[config.mk]
export PLATFORM = sky130hd
export DESIGN_NAME = priority_encoder
export DESIGN_NICKNAME = d
export VERILOG_FILES = /design/src/rtl/priority_encoder.sv
export SDC_FILE = /design/constraint.sdc
export NUM_CORES = 1
export LEC_CHECK = 0
export CORE_AREA = 4 4 41 43
export DETAILED_ROUTE_END_ITERATION = 12
export DIE_AREA = 0 0 45 47
export GPL_TIMING_DRIVEN = 1
export PLACE_DENSITY = 0.39
export SYNTH_ARGS = -nofsm -noshare
export SYNTH_HDL_FRONTEND = slang
export SYNTH_SLANG_ARGS = --single-unit
[constraint.sdc]
create_clock -name clk -period 0.9 [get_ports clk]
set_clock_uncertainty 0.05 [all_clocks]
set_input_delay 0.18 -clock clk [delete_from_list [all_inputs] [get_ports clk]]
set_output_delay 0.18 -clock clk [all_outputs]
set_load 0.005 [all_outputs]
[src/rtl/priority_encoder.sv]
// Fixed-priority interrupt encoder: reports the lowest-index active request line
// and a request-present flag, both registered so consumers see clock-aligned values.
module priority_encoder #(
    parameter int WIDTH = 4,
    parameter int IDX_W = 2
) (
    input  logic             clk,
    input  logic             rst,
    input  logic [WIDTH-1:0] interrupts,
    output logic [IDX_W-1:0] y,
    output logic             IRQ
);

    logic [IDX_W-1:0] sel;
    logic             any;
    logic [IDX_W-1:0] y_d, y_q;
    logic             irq_d, irq_q;

    // Walk from the top down so the last hit, the lowest set index, wins.
    always_comb begin
        sel = '0;
        for (int i = WIDTH - 1; i >= 0; i--) begin
            if (interrupts[i]) begin
                sel = IDX_W'(i);
            end
        end
        any = |interrupts;
    end

    always_comb begin
        y_d   = sel;
        irq_d = any;
        if (rst) begin
            y_d   = '0;
            irq_d = 1'b0;
        end
    end

    always_ff @(posedge clk) begin
        y_q   <= y_d;
        irq_q <= irq_d;
    end

    assign y   = y_q;
    assign IRQ = irq_q;

endmodule

==> impl_metrics.env, run 1 <==
export IMPL_status="completed"
export IMPL_tightest_slew_ns=0.166
export IMPL_post_place_ws_ns=-0.152
export IMPL_grt_usage_pct=4.02
export IMPL_cts_tree="done"
export IMPL_post_route_min_period_ns=0.865
export IMPL_die_area_mm2=0.00212
export IMPL_synth_nets=16
export IMPL_ctsResizeCount=12
export IMPL_ant_nets=0
export IMPL_hold_viol_final=0
export IMPL_crit_chain="buf_2"
export IMPL_critPathMaxStageDelay_ns=0.29
export IMPL_layout_drive_gt1_share_pct=31.8
export IMPL_cts_made_buffers=3
export IMPL_synth_adder_area_share_pct=0
export IMPL_rsz0062_at_grt="false"
export IMPL_netlist_area_um2=103
export IMPL_synth_avg_cell_area_um2=10.3
export IMPL_die_h_um=47
export IMPL_ir_drop_mv=0.266
export IMPL_required_ns=0.67
export IMPL_crit_arrival_ns=0.64
export IMPL_hold_end="IRQ"
export IMPL_routed_wl_um=278
export IMPL_n_antenna_cell=0
export IMPL_slew_headroom_pct=88.8
export IMPL_worst_setup_path_start_kind="flop"
export IMPL_cp_end_kind="output port"
export IMPL_overflow=0
export IMPL_die_x_um=45
export IMPL_leakage_nw=0.0870
export IMPL_fin_ws_ns=0.0346
export IMPL_cpMaxStageDelayCell="dfxtp_1"
export IMPL_ys_ff_latch=3
export IMPL_worst_path_max_fanout=1
export IMPL_hold_start="rst"
export IMPL_finalCritPeriodShare_pct=96.2
export IMPL_clk_transition_reported_paths_ns=0.04
export IMPL_coreArea_mm2=0.00130
export IMPL_wl_met1_um=95
export IMPL_max_cap_violations=0
export IMPL_finalMaxSlewViolations=0
export IMPL_grt_pass1_vias=124
export IMPL_final_area_um2=213
export IMPL_fmax_mhz=1160
export IMPL_firstDrtPassIters=1
export IMPL_cts_root_buf="clkbuf_4"
export IMPL_min_path_cells=2
export IMPL_postCtsSetupBuffers=0
export IMPL_setup_viol_count_final=0
export IMPL_clock_path_buffers=2
export IMPL_antenna_found_initial=0
export IMPL_cts_sinks=3
export IMPL_crit_family="flip-flops"
export IMPL_yosysUniqueCellTypes=6
export IMPL_ctsHtreeMaxLevel=1
export IMPL_worstHoldPathType="primary input to flop"
export IMPL_postPlaceCellArea_um2=201
export IMPL_grt_pass1_wl_um=448
export IMPL_area_growth_pct=107
export IMPL_ys_warn_count=0
export IMPL_avgRoutedWirePerCell_um=7.51
export IMPL_final_cell_mix="clkdlybuf4s50_1 (5), dfxtp_1 (3), nor2_1 (3), clkbuf_4 (3), buf_2 (3)"
export IMPL_synth_compound_area_share_pct=12.2
export IMPL_gp_congestion=0.580
export IMPL_synth_top_family_by_area="simple AND/OR/NAND/NOR gates"
export IMPL_routed_via_density=3.03
export IMPL_synth_yosys_seq_area_share_pct=58.5
export IMPL_path_depth=1
export IMPL_io_buffers=8
export IMPL_synth_xor_area_share_pct=0
export IMPL_synthSimpleGateAreaFrac_pct=29.3
export IMPL_layout_nets=29
export IMPL_powerDensity_mw_per_mm2=1970
export IMPL_cts_hold_buf=0
export IMPL_syn_inst=10
export IMPL_start_util_pct=7.88
export IMPL_first_iter_violations=0
export IMPL_wl_met2_um=117
export IMPL_mostFrequentLayoutCell="clkdlybuf4s50_1"
export IMPL_grt_max_degree=4
export IMPL_rows=13
export IMPL_pin_count=9
export IMPL_crit_buf_inv=1
export IMPL_worstSetupPathType="flop to output port"
export IMPL_top_layer="met3"
export IMPL_met3WireLength_um=65
export IMPL_post_route_drc_count=0
export IMPL_synthMuxAreaShare_pct=0
export IMPL_vias=112
export IMPL_totalPowerFinal_mw=0.419
## per-stage QoR
step	utilization, %	setup TNS (ns)	instances	hold slack [ns]
finish	16.3	0	37	0.524
global route	16.3	0	37	0.531
CTS	16.3	0	37	0.512
detailed placement	15.5	-0.787	33	0.758
global placement	15.5	-0.744	33	0.746
floorplan	-	0	10	0.199
## synthesized netlist by cell type
library cell / count / area, µm²
nor4_2: 1 / 12.5
nor2_1: 3 / 11.3
dfxtp_1: 3 / 60.1
nor2b_1: 1 / 6.26
a21oi_1: 1 / 5.00
o21a_1: 1 / 7.51
## kinds of logic after synthesis
kind of cell,count (synthesis)
flops,3
simple gates,5
compound gates,2
## sequential cells by signal, indices dropped and copies added, names as in the netlist
name  cells
y         2
IRQ       1
## worst max path at each step
stage                        from  endpoint
detailed placement  interrupts[3]      y[0]
finish                        IRQ       IRQ
global placement    interrupts[3]      y[0]
global route                  IRQ       IRQ
floorplan           interrupts[3]      y[0]
CTS                           IRQ       IRQ
## where the power goes
group	switching [mW]	internal [mW]	total [mW]	leakage (nW)
clock network	0.0658	0.166	0.232	0.0150
logic	0.0161	0.0294	0.0455	0.0472
registers	0.00151	0.141	0.142	0.0249
total	0.0835	0.336	0.419	0.0870
## metal layers
metal  vias up  track usage [%]
met4         0             7.02
met2         7             4.24
li1         57                -
met1        48             2.04
met3         0             5.75
met5         -                0
## cell type report
type / instances / area [µm²]
Clock buffer: 4 / 26.3
Fill cell: 160 / 1090
Multi-Input combinational cell: 7 / 42.5
Sequential cell: 3 / 60.1
Tap cell: 15 / 18.8
Timing Repair Buffer: 8 / 65.1
No activity file was read; power rests on OpenSTA's default activity.
==> inputs of run 2 (changes only) <==
--- a/config.mk
+++ b/config.mk
@@ -8,7 +8,7 @@
 export CORE_AREA = 4 4 41 43
 export DETAILED_ROUTE_END_ITERATION = 12
 export DIE_AREA = 0 0 45 47
-export GPL_TIMING_DRIVEN = 1
+export GPL_TIMING_DRIVEN = 0
 export PLACE_DENSITY = 0.39
 export SYNTH_ARGS = -nofsm -noshare
 export SYNTH_HDL_FRONTEND = slang
==> impl_metrics.env, run 2 (same netlist as run 1, synthesis figures left out) <==
export IMPL_crit_buf_inv=1
export IMPL_switching_share_pct=20.1
export IMPL_hold_viol_final=0
export IMPL_cpMaxStageDelayCell="dfxtp_1"
export IMPL_antenna_found_initial=0
export IMPL_clock_path_buffers=2
export IMPL_final_area_um2=213
export IMPL_grt_max_degree=4
export IMPL_combPwrFrac_pct=10.7
export IMPL_slew_headroom_pct=88.0
export IMPL_grt_pass1_vias=125
export IMPL_cts_sinks=3
export IMPL_max_cap_violations=0
export IMPL_post_place_ws_ns=-0.148
export IMPL_leakage_nw=0.0870
export IMPL_routed_via_density=3.14
export IMPL_layout_drive_gt1_share_pct=31.8
export IMPL_worstSetupPathType="flop to output port"
export IMPL_layout_nets=29
export IMPL_fin_cells=37
export IMPL_power_internal_mw=0.336
export IMPL_dpl_cell_count=33
export IMPL_post_route_drc_count=0
export IMPL_postPlaceCellArea_um2=201
export IMPL_cts_tree="done"
export IMPL_worstHoldPathType="primary input to flop"
export IMPL_ant_nets=0
export IMPL_mostFrequentLayoutCell="clkdlybuf4s50_1"
export IMPL_pin_count=9
export IMPL_cts_made_buffers=3
export IMPL_cts_root_buf="clkbuf_4"
export IMPL_io_buffers=8
export IMPL_totalPowerFinal_mw=0.421
export IMPL_routed_wl_um=279
export IMPL_die_area_mm2=0.00212
export IMPL_seqPwrFrac_pct=33.7
export IMPL_finalCritPeriodShare_pct=96.0
export IMPL_clk_transition_reported_paths_ns=0.04
export IMPL_powerDensity_mw_per_mm2=1980
export IMPL_ctsHtreeMaxLevel=1
export IMPL_cts_hold_buf=0
export IMPL_status="completed"
export IMPL_fin_ws_ns=0.0357
export IMPL_fin_util_pct=16.3
export IMPL_start_util_pct=7.88
export IMPL_coreArea_mm2=0.00130
export IMPL_area_growth_pct=107
export IMPL_die_h_um=47
export IMPL_die_x_um=45
export IMPL_wl_met1_um=75
export IMPL_worst_path_max_fanout=1
export IMPL_grt_pass1_wl_um=455
export IMPL_tightest_slew_ns=0.179
export IMPL_ir_drop_mv=0.246
export IMPL_finalMaxSlewViolations=0
export IMPL_worst_setup_path_start_kind="flop"
export IMPL_n_antenna_cell=0
export IMPL_largest_reg_flops=2
export IMPL_gp_congestion=0.579
export IMPL_critPathMaxStageDelay_ns=0.29
export IMPL_netSwitchingPower_mw=0.0847
export IMPL_setup_viol_count_final=0
export IMPL_crit_arrival_ns=0.63
export IMPL_top_layer="met3"
export IMPL_met3WireLength_um=82
export IMPL_crit_family="flip-flops"
export IMPL_wl_met2_um=121
export IMPL_postCtsSetupBuffers=0
export IMPL_final_cell_mix="clkdlybuf4s50_1 (5), dfxtp_1 (3), nor2_1 (3), clkbuf_4 (3), buf_2 (3)"
export IMPL_fmax_mhz=1160
export IMPL_grt_usage_pct=4.10
export IMPL_crit_chain="buf_2"
export IMPL_required_ns=0.67
export IMPL_clock_power_share_pct=55.6
export IMPL_avgRoutedWirePerCell_um=7.54
export IMPL_worst_hold_slack_ns=0.524
export IMPL_fin_tns_setup_ns=0
export IMPL_vias=116
export IMPL_first_iter_violations=0
export IMPL_overflow=0
export IMPL_rows=13
export IMPL_cp_end_kind="output port"
export IMPL_firstDrtPassIters=1
export IMPL_rsz0062_at_grt="false"
export IMPL_post_route_min_period_ns=0.864
-- run 2: cell counts in the layout (fill, tap and decap cells not counted) --
Identical to the previous run, type by type.
-- run 2: final cells by class --
type                    instances  area (µm²)
fillers                       161        1090
multi-input cells               7        42.5
clock buffers                   4        26.3
repair buffers                  8        65.1
flip-flops and latches          3        60.1
well taps                      15        18.8
-- run 2: final timing paths --
kind | startpoint | to | slack, ns | cells after the start
max | y[0] | y[0] | 0.04 | 1
min | interrupts[0] | y[1] | 0.52 | 2
-- run 2: timing repair --
item	CTS	global route
hold endpoints to repair	0	0
resized for setup	12	0
setup endpoints to repair	3	0
-- run 2: metal layers --
layer  up-vias  global-route usage (%)
li1         59                       -
met1        50                    1.81
met2         7                    4.24
met3         0                    6.51
met4         0                    7.02
met5         -                       0
-- run 2: power by group through the flow --
stage	clock, mW	combinational, mW	sequential [mW]
2_1_floorplan	0	0.00996	0.145
3_3_place_gp	0	0.0515	0.144
3_5_place_dp	0	0.0521	0.144
4_1_cts	0.249	0.0459	0.142
5_1_grt	0.254	0.0500	0.142
6_report	0.234	0.0449	0.142
==> inputs of run 3 (changes only) <==
--- a/config.mk
+++ b/config.mk
@@ -5,10 +5,11 @@
 export SDC_FILE = /design/constraint.sdc
 export NUM_CORES = 1
 export LEC_CHECK = 0
+export CAP_MARGIN = 30
 export CORE_AREA = 4 4 41 43
 export DETAILED_ROUTE_END_ITERATION = 12
 export DIE_AREA = 0 0 45 47
-export GPL_TIMING_DRIVEN = 0
+export GPL_TIMING_DRIVEN = 1
 export PLACE_DENSITY = 0.39
 export SYNTH_ARGS = -nofsm -noshare
 export SYNTH_HDL_FRONTEND = slang
==> results of run 3 <==
Final layout, timing and power as in run 1 (identical DEF).
